<file path="config.mk">
export PLATFORM = sky130hd
export DESIGN_NAME = mdu_sequencer_flat
export DESIGN_NICKNAME = d
export VERILOG_FILES = /design/src/rtl/mdu_sequencer_if.sv /design/src/rtl/mdu_sequencer.sv /design/src/flat_wrapper.sv
export SDC_FILE = /design/constraint.sdc
export NUM_CORES = 1
export LEC_CHECK = 0
export BUFFER_PORTS_ARGS = -buffer_cell sky130_fd_sc_hd__clkbuf_2
export CORE_AREA = 2 2 183 185
export CTS_CLUSTER_SIZE = 8
export DETAILED_ROUTE_END_ITERATION = 6
export DIE_AREA = 0 0 185 187
export GPL_TIMING_DRIVEN = 0
export PLACE_DENSITY = 0.67
export SLEW_MARGIN = 25
export SYNTH_ARGS = -nofsm -noshare
export SYNTH_HDL_FRONTEND = slang
export SYNTH_SLANG_ARGS = --single-unit
</file>
<file path="constraint.sdc">
create_clock -name clk -period 3.6 [get_ports clk]
set_input_delay 0.18 -clock clk [delete_from_list [all_inputs] [get_ports clk]]
set_output_delay 0.18 -clock clk [all_outputs]
set_load 0.01 [all_outputs]
</file>
<file path="src/rtl/mdu_sequencer_if.sv">
// mdu_sequencer_if
//   Bundles the EX-stage request and response signals of the iterative
//   multiply/divide sequencer.
//   master: drives start, Funct3, SrcA, SrcB, flush; observes stall, busy, done, Result
//   slave : the sequencer itself (mirror of master)
`timescale 1ns/1ps
interface mdu_sequencer_if #(
    parameter int WIDTH = 32
);
    logic             start;   // an M-op is valid in EX this cycle
    logic [2:0]       Funct3;  // op select
    logic [WIDTH-1:0] SrcA;    // rs1 after forwarding
    logic [WIDTH-1:0] SrcB;    // rs2 after forwarding
    logic             flush;   // kill the in-flight op
    logic             stall;   // freeze PC, IF/ID, ID/EX
    logic             busy;    // sequencer in CALC or FIXUP
    logic             done;    // one-cycle pulse, Result valid
    logic [WIDTH-1:0] Result;  // product half, quotient or remainder

    modport master (
        output start, Funct3, SrcA, SrcB, flush,
        input  stall, busy, done, Result
    );

    modport slave (
        input  start, Funct3, SrcA, SrcB, flush,
        output stall, busy, done, Result
    );
endinterface

</file>
<file path="src/rtl/mdu_sequencer.sv">
// mdu_sequencer
//   Iterative RV32M sequencer: radix-2 shift-add multiply or restoring
//   divide over WIDTH cycles, a one-cycle sign fixup, then a one-cycle
//   done pulse with the result. Divide-by-zero and signed overflow resolve
//   at capture and go straight to DONE.
//   Ports:
//     clk   - rising-edge clock
//     reset - asynchronous, active-low reset
//     bus   - mdu_sequencer_if.slave (start/Funct3/SrcA/SrcB/flush in,
//             stall/busy/done/Result out)
`timescale 1ns/1ps
module mdu_sequencer #(
    parameter int WIDTH = 32
) (
    input  logic           clk,
    input  logic           reset,
    mdu_sequencer_if.slave bus
);
    localparam int CW = (WIDTH > 1) ? $clog2(WIDTH) : 1;
    localparam logic [CW-1:0] LAST_COUNT = CW'(WIDTH - 1);

    typedef enum logic [1:0] {
        S_IDLE  = 2'd0,
        S_CALC  = 2'd1,
        S_FIXUP = 2'd2,
        S_DONE  = 2'd3
    } state_t;

    state_t             state_q;
    logic [CW-1:0]      count_q;
    // Multiply: {upper product, multiplier shifting out at the LSB}.
    // Divide:   {partial remainder, dividend shifting out / quotient shifting in}.
    logic [2*WIDTH-1:0] acc_q;
    logic [2*WIDTH-1:0] acc_d;
    logic [WIDTH-1:0]   opnd_q;   // multiplicand or divisor magnitude
    logic [2:0]         op_q;
    logic               neg_q;    // result needs two's-complement negation
    logic [WIDTH-1:0]   result_q;
    logic               done_q;

    // ---------------- capture-side decode ----------------
    logic             a_signed, b_signed;
    logic             sign_a, sign_b;
    logic [WIDTH-1:0] mag_a, mag_b;
    logic             is_div, is_rem;
    logic             div_zero, div_ovf;
    logic [WIDTH-1:0] special_res;
    logic             neg_d;

    always_comb begin
        a_signed = 1'b0;
        b_signed = 1'b0;
        case (bus.Funct3)
            3'b001, 3'b100, 3'b110: begin a_signed = 1'b1; b_signed = 1'b1; end
            3'b010:                 a_signed = 1'b1;
            default:                ;
        endcase
        is_div   = bus.Funct3[2];
        is_rem   = bus.Funct3[2] & bus.Funct3[1];
        sign_a   = a_signed & bus.SrcA[WIDTH-1];
        sign_b   = b_signed & bus.SrcB[WIDTH-1];
        mag_a    = sign_a ? -bus.SrcA : bus.SrcA;
        mag_b    = sign_b ? -bus.SrcB : bus.SrcB;
        // Remainder takes the dividend's sign; products and quotients take the XOR.
        neg_d    = is_rem ? sign_a : (sign_a ^ sign_b);
        div_zero = is_div && (bus.SrcB == '0);
        div_ovf  = is_div && !bus.Funct3[0]
                   && (bus.SrcA == {1'b1, {(WIDTH-1){1'b0}}})
                   && (bus.SrcB == '1);
        special_res = '0;
        if (div_zero)
            special_res = bus.Funct3[1] ? bus.SrcA : '1;
        else if (div_ovf)
            special_res = bus.Funct3[1] ? '0 : bus.SrcA;
    end

    // ---------------- one iteration ----------------
    logic [WIDTH:0]   mul_sum;
    logic [WIDTH:0]   mul_upper;
    logic [WIDTH:0]   div_shift;
    logic [WIDTH:0]   div_diff;
    logic             div_ge;
    logic [WIDTH-1:0] div_rem;

    always_comb begin
        mul_sum   = {1'b0, acc_q[2*WIDTH-1:WIDTH]} + {1'b0, opnd_q};
        mul_upper = acc_q[0] ? mul_sum : {1'b0, acc_q[2*WIDTH-1:WIDTH]};

        div_shift = {acc_q[2*WIDTH-1:WIDTH], acc_q[WIDTH-1]};
        div_diff  = div_shift - {1'b0, opnd_q};
        // Partial remainder < divisor, so the shifted value is < 2*divisor and
        // the borrow bit alone tells whether the subtraction fits.
        div_ge    = ~div_diff[WIDTH];
        div_rem   = div_ge ? div_diff[WIDTH-1:0] : div_shift[WIDTH-1:0];

        if (op_q[2])
            acc_d = {div_rem, acc_q[WIDTH-2:0], div_ge};
        else
            acc_d = {mul_upper, acc_q[WIDTH-1:1]};
    end

    // ---------------- sign fixup and result select ----------------
    logic [2*WIDTH-1:0] prod_fix;
    logic [WIDTH-1:0]   quo_fix, rem_fix;
    logic [WIDTH-1:0]   fix_res;

    always_comb begin
        prod_fix = neg_q ? -acc_q : acc_q;
        quo_fix  = neg_q ? -acc_q[WIDTH-1:0] : acc_q[WIDTH-1:0];
        rem_fix  = neg_q ? -acc_q[2*WIDTH-1:WIDTH] : acc_q[2*WIDTH-1:WIDTH];
        if (op_q[2])
            fix_res = op_q[1] ? rem_fix : quo_fix;
        else if (op_q[1:0] == 2'b00)
            fix_res = prod_fix[WIDTH-1:0];
        else
            fix_res = prod_fix[2*WIDTH-1:WIDTH];
    end

    // ---------------- control FSM ----------------
    always_ff @(posedge clk or negedge reset) begin
        if (!reset) begin
            state_q  <= S_IDLE;
            count_q  <= '0;
            acc_q    <= '0;
            opnd_q   <= '0;
            op_q     <= '0;
            neg_q    <= 1'b0;
            result_q <= '0;
            done_q   <= 1'b0;
        end else if (bus.flush) begin
            // Killed op: no done, Result untouched.
            state_q <= S_IDLE;
            done_q  <= 1'b0;
        end else begin
            case (state_q)
                S_IDLE, S_DONE: begin
                    state_q <= S_IDLE;
                    done_q  <= 1'b0;
                    if (bus.start) begin
                        op_q  <= bus.Funct3;
                        neg_q <= neg_d;
                        if (div_zero || div_ovf) begin
                            result_q <= special_res;
                            state_q  <= S_DONE;
                            done_q   <= 1'b1;
                        end else begin
                            acc_q   <= is_div ? {{WIDTH{1'b0}}, mag_a} : {{WIDTH{1'b0}}, mag_b};
                            opnd_q  <= is_div ? mag_b : mag_a;
                            count_q <= '0;
                            state_q <= S_CALC;
                        end
                    end
                end
                S_CALC: begin
                    acc_q   <= acc_d;
                    count_q <= count_q + CW'(1);
                    if (count_q == LAST_COUNT)
                        state_q <= S_FIXUP;
                end
                S_FIXUP: begin
                    result_q <= fix_res;
                    state_q  <= S_DONE;
                    done_q   <= 1'b1;
                end
                default: state_q <= S_IDLE;
            endcase
        end
    end

    // The pipeline must advance on the done cycle, so stall never covers DONE.
    assign bus.stall  = ((state_q == S_IDLE) && bus.start)
                        || (state_q == S_CALC) || (state_q == S_FIXUP);
    assign bus.busy   = (state_q == S_CALC) || (state_q == S_FIXUP);
    assign bus.done   = done_q;
    assign bus.Result = result_q;

endmodule

</file>
<file path="src/flat_wrapper.sv">
// flat-port wrapper written by rule: the top's interface ports become plain ports
module mdu_sequencer_flat 
#(
    parameter int WIDTH = 32
)
  (clk, reset, bus_start, bus_Funct3, bus_SrcA, bus_SrcB, bus_flush, bus_stall, bus_busy, bus_done, bus_Result);
  mdu_sequencer_if #(.WIDTH(WIDTH)) bus_i ();
  input  logic clk;
  input  logic reset;
  input wire logic [$bits(bus_i.start)-1:0] bus_start;
  input wire logic [$bits(bus_i.Funct3)-1:0] bus_Funct3;
  input wire logic [$bits(bus_i.SrcA)-1:0] bus_SrcA;
  input wire logic [$bits(bus_i.SrcB)-1:0] bus_SrcB;
  input wire logic [$bits(bus_i.flush)-1:0] bus_flush;
  output wire logic [$bits(bus_i.stall)-1:0] bus_stall;
  output wire logic [$bits(bus_i.busy)-1:0] bus_busy;
  output wire logic [$bits(bus_i.done)-1:0] bus_done;
  output wire logic [$bits(bus_i.Result)-1:0] bus_Result;
  assign bus_i.start = bus_start;
  assign bus_i.Funct3 = bus_Funct3;
  assign bus_i.SrcA = bus_SrcA;
  assign bus_i.SrcB = bus_SrcB;
  assign bus_i.flush = bus_flush;
  assign bus_stall = bus_i.stall;
  assign bus_busy = bus_i.busy;
  assign bus_done = bus_i.done;
  assign bus_Result = bus_i.Result;
  mdu_sequencer #(.WIDTH(WIDTH)) u_core (.clk(clk), .reset(reset), .bus(bus_i));
endmodule
</file>
Word-level counts from Yosys, hierarchy flattened
Index checks and enable logic that the tools add are counted.

Muxes and demuxes: 38. $add $sub $neg: 8. Bitwise logic cells: 7. Equal/unequal tests: 14. Reduce and logical (&&, ||, !) cells: 23.

Operators by type and width (number): 32-bit 2-to-1 mux (16); 64-bit 2-to-1 mux (4); 32-bit negation (4); 64-bit one-hot mux with 2 select lines (1); 32-bit equality test, second input constant (2); 64-bit negation (1); 32-bit one-hot mux with 2 select lines (1); 32-bit by 32-bit adder with 33-bit output (1); 33-bit 2-to-1 mux (1); 33-bit by 32-bit subtractor with 33-bit output (1); 32-bit zero test (1); 4-bit AND reduction (3); 5-bit 2-to-1 mux (2); 5-bit one-hot mux with 2 select lines (1); 2-bit 2-to-1 mux (4); 3-bit equality test, second input constant (2); 1-bit 2-to-1 mux (6); 2-bit one-hot mux with 3 select lines (1); 5-bit by 1-bit adder with 5-bit output, second input constant (1); 5-bit equality test, second input constant (1); 1-bit logical AND (5); 2-bit equality test, second input constant (2); 2-bit zero test (2); 1-bit logical OR (4); other kinds (17) (23).

Input port bits: 71. Bits in registers: 140. Output and inout bits: 35. Logic and storage cells: 98.

Depth between registers and ports, before layout
Depth in word-level cells: 9. Gate-level depth with buffers: 13.

Worst setup path before layout
Ideal clock, no wire load.

Kind: register to register. From: register u_core.acc_q[31]. To: register u_core.acc_q[40]. Cell stages (with the launch flop): 14. Data arrival time: 3.259 ns. Clock period less this slack: 3.377 ns. Required time: 3.482 ns. Library setup time: 0.118 ns. Slack: 0.223 ns. Cell sequence: dfrtp_1 > inv_1 > ha_1 > fa_1 > nand2b_1 > a21oi_1 > o211ai_1 > a21oi_1 > mux2_2 > nor2_1 > clkbuf_1 > mux2i_1 > o22ai_1 > a21o_1.

Cells in the longest elaborated chain, start to end: 4.

RTL lines: start, declared (RTL line mdu_sequencer.sv:33) `logic [2*WIDTH-1:0] acc_q;`; start signal, assigned (RTL line mdu_sequencer.sv:147) `acc_q <= is_div ? {{WIDTH{1'b0}}, mag_a} : {{WIDTH{1'b0}}, mag_b};`; 33-bit by 32-bit subtractor with 33-bit output (RTL line mdu_sequencer.sv:90) `div_diff = div_shift - {1'b0, opnd_q};`; 32-bit 2-to-1 mux (RTL line mdu_sequencer.sv:94) `div_rem = div_ge ? div_diff[WIDTH-1:0] : div_shift[WIDTH-1:0];`; 64-bit 2-to-1 mux (RTL line mdu_sequencer.sv:96) `if (op_q[2])`; 64-bit one-hot mux with 2 select lines (RTL line mdu_sequencer.sv:135) `case (state_q)`.

No other way between the ends. A chain may end at the register's enable or synchronous reset.

Final worst setup path
From: register u_core.acc_q[0]. To: register u_core.result_q[16] (netlist: u_core.bus.Result[16]).

Cells in the longest elaborated chain, start to end: 5. Elaborated cells on any way between the ends: 8.

RTL lines: 64-bit negation / 32-bit negation (equally long branches) (RTL line mdu_sequencer.sv:108, mdu_sequencer.sv:109); 64-bit 2-to-1 mux / 32-bit 2-to-1 mux (equally long branches) (RTL line mdu_sequencer.sv:108, mdu_sequencer.sv:109); 32-bit 2-to-1 mux (on tied branches) (RTL line mdu_sequencer.sv:113, mdu_sequencer.sv:112); 32-bit 2-to-1 mux (*) (RTL line mdu_sequencer.sv:111) `if (op_q[2])`; 32-bit one-hot mux with 2 select lines (*) (RTL line mdu_sequencer.sv:135); end signal, assigned (RTL line mdu_sequencer.sv:143) `result_q <= special_res;`; end signal, assigned (RTL line mdu_sequencer.sv:161) `result_q <= fix_res;`; end, declared (RTL line mdu_sequencer.sv:38) `logic [WIDTH-1:0] result_q;`.

Every way passes the cells marked *; elsewhere a longest branch is shown, timed or not.

==> summary.txt <==
STA
  • Final Skew: 0.0178 ns
  • Fmax: 277 MHz
  • Max-slew headroom: 0.340
  • Final Cycle Share: 1.00
  • Hold Fails Final Rpt: 0
  • WHS: 0.128 ns
  • Setup ws final: -0.0147 ns
  • Worst-margin pin slew: 0.990 ns
  • Final Critical Period: 3.61 ns
  • RSZ-0062 raised after global routing: yes
  • Max Transition Viols Final: 0
  • Final Setup Violations: 2

Finish
  • Area growth syn-to-layout: 13.2%
  • Share of layout cells above drive strength 1: 0.122
  • Fin nets: 2,339
  • Layout Cells excl Fill: 2,654
  • Final instance area: 17,500 um^2

CTS
  • Clock Path Buffers: 2
  • CTS tree: built
  • CTS H-tree depth: 4
  • Clock sinks: 140
  • Reg clk slew, reported paths: 0.08 ns
  • Skew-Pair Late Insertion Delay: 0.45 ns
  • CTS buffer count: 17
  • Root Buffer: clkbuf_16

Outcome
  • Failing checks: design-rule violations, negative setup slack
  • Outcome: finished with violations

Logic synthesis
  • Syn Area/Cell: 7.48 um^2
  • Yosys warns: 0
  • Yosys top cell area share: 0.227
  • Synth top cells by count: 208 x nand2_1, 198 x a21oi_1, 183 x nor2_1
  • Number of library cell types mapped by synthesis: 81
  • Syn Inst Count: 2,064
  • Top-count cell post-synth: nand2_1
  • Top cell type by total area after synthesis: dfrtp_1
  • Cell Area, Synth: 15,400 um^2
  • EDFF count, synth: 0
  • Main synth FF type: dfrtp_1
  • Post-Synthesis Net Count: 2,211
  • Synth area leaders: dfrtp_1 23%, a21oi_1 6.4%, ha_1 6.0%
  • Sequential-to-total area share from yosys stat: 0.227
  • Synth Register Bits: 140
  • Synth async-reset ratio: 1.00

Floorplan
  • Starting Density: 0.470
  • DIE WIDTH: 185 um
  • I/O Pins: 106
  • # rows: 67
  • Die area: 34,600 um^2
  • CORE AREA: 32,900 um^2
  • Die Y: 187 um

Place
  • Number of port buffers: 96
  • Post-detail-place hpwl: 54,900 um
  • Routability congestion estimate: 1.01
  • Placed insts: 2,609
  • Worst slack at placement: -1.16 ns
  • Placed Area: 16,500 um^2

Drt
  • Total number of vias: 17,800
  • Pre-Repair DR Iteration Count: 7
  • Avg Vias per Cell: 6.69
  • DRT Wirelength: 69,600 um
  • DRC: 10
  • Post-DR wirelength/cell: 26.2 um
  • Post-route antenna net violation count: 0
  • Initial DRC count: 2,453

Global routing
  • Largest net degree at the start of global routing: 82
  • First-pass GRT wire length: 102,000 um
  • Vias in the first global route: 16,300
  • Initial antenna violation count: 0
  • Total global-route track usage: 0.396
  • Overflow after GRT: 0

Setup path
  • Worst Path Required: 3.93 ns
  • Kind of critical path: flop to flop
  • WP data arrival: 3.95 ns
  • Setup crit end kind: flop
  • Setup crit start kind: flop
  • Crit path max fanout: 10

Power and ir drop
  • Pwr per Cell Area: 1050 nW/um^2
  • Leakage: 7.32 nW
  • Total power: 18.4 mW
  • VDD IR max: 0.468 mV

Worst hold path
  • HP Class: input port to flop

Run
  • Max_cap viols: 0
==> layer usage <==
layer | GRT usage | vias up | wire length (um)
met5 | 0 | - | 0
met4 | 0.184 | 0 | 3820
met3 | 0.0765 | 223 | 7560
met2 | 0.582 | 1131 | 29600
met1 | 0.559 | 8532 | 28700
li1 | - | 7871 | -
==> final cells by class <==
class                   instances  area (um^2)
repair buffers                115          667
inverters                      71          272
clock inverters                15          115
fillers                      3335        15400
multi-input cells            1697        11300
plain buffers                 150          637
clock buffers                  17          425
well taps                     448          561
diodes                          1         2.50
flip-flops and latches        140         3510
==> power by group <==
group          leakage (nW)  internal [mW]  switching (mW)
clock network         0.245          0.888           0.804
registers              1.75           2.24            1.02
logic                  5.33           4.88            8.57
total                  7.32           8.01            10.4
==> path summary, 6_finish.rpt <==
check                                         to            startpoint  cells after the start  slack [ns]
max                        u_core.bus.Result[16]       u_core.acc_q[0]                     11       -0.01
min                              u_core.bus.done             bus_flush                      2        0.13
max reg2reg                u_core.bus.Result[16]       u_core.acc_q[0]                     11       -0.01
min reg2reg                 u_core.bus.Result[2]  u_core.bus.Result[2]                      1        0.48
max in group asynchronous      u_core.opnd_q[19]                 reset                      3        2.47
min in group asynchronous  u_core.bus.Result[21]                 reset                      2        0.27
==> registers in the layout (all words and copies together) (netlist names) <==
name / cells
u_core.acc_q: 64
u_core.bus.Result: 32
u_core.bus.done: 1
u_core.count_q: 5
u_core.neg_q: 1
u_core.op_q: 3
u_core.opnd_q: 32
u_core.state_q: 2
==> logic make-up (layout without fill, tap and decap cells) <==
family	count (synthesis)	in the layout	synth area share
other	0	1	0
muxes	62	62	0.0440
xor gates and xnor gates	177	177	0.100
adders and majority gates	76	76	0.0626
buffers and inverters	227	368	0.0567
AOI/OAI and AO/OA	714	714	0.300
DFF	140	140	0.227
and+or+nand+nor	668	668	0.209
==> stage by stage <==
step / utilization / setup TNS [ns]
final: 0.531 / -0.0267
after global routing: 0.531 / -0.0469
after CTS: 0.525 / 0
after detailed placement: 0.502 / -42.26
after global placement: 0.501 / -69.90
after floorplan: - / 0
==> cell usage in the layout, fill, tap and decap left out, types with 43 or more instances in the layout <==
cell and n:
clkbuf_2 101, clkbuf_1 115, a211oi_1 43, nor2_1 182, a21oi_1 194, dfrtp_1 136
nand2_1 207, ha_1 73, inv_1 67, o21ai_0 162, a21o_1 44, xor2_1 80
xnor2_1 96
==> timing repair <==
action | in CTS | in global routing
hold buffers | 1 | 0
hold endpoints to repair | 59 | 0
gates resized for setup | 55 | 40
buffers inserted | 10 | 7
pin swaps | 6 | 11
setup endpoints to repair | 52 | 88
==> worst max-delay path, cell delays in order, from the launching register on <==
cell and delay [ns]:
dfrtp_1 0.70, inv_4 0.19, clkbuf_2 0.30, ha_1 0.30, nor2b_1 0.14, nand4_1 0.27, clkbuf_2 0.35, nand2_1 0.21
o21ai_0 0.37, xnor2_2 0.22, o211ai_1 0.18, a22o_1 0.25
(Power assumes the default switching activity.)
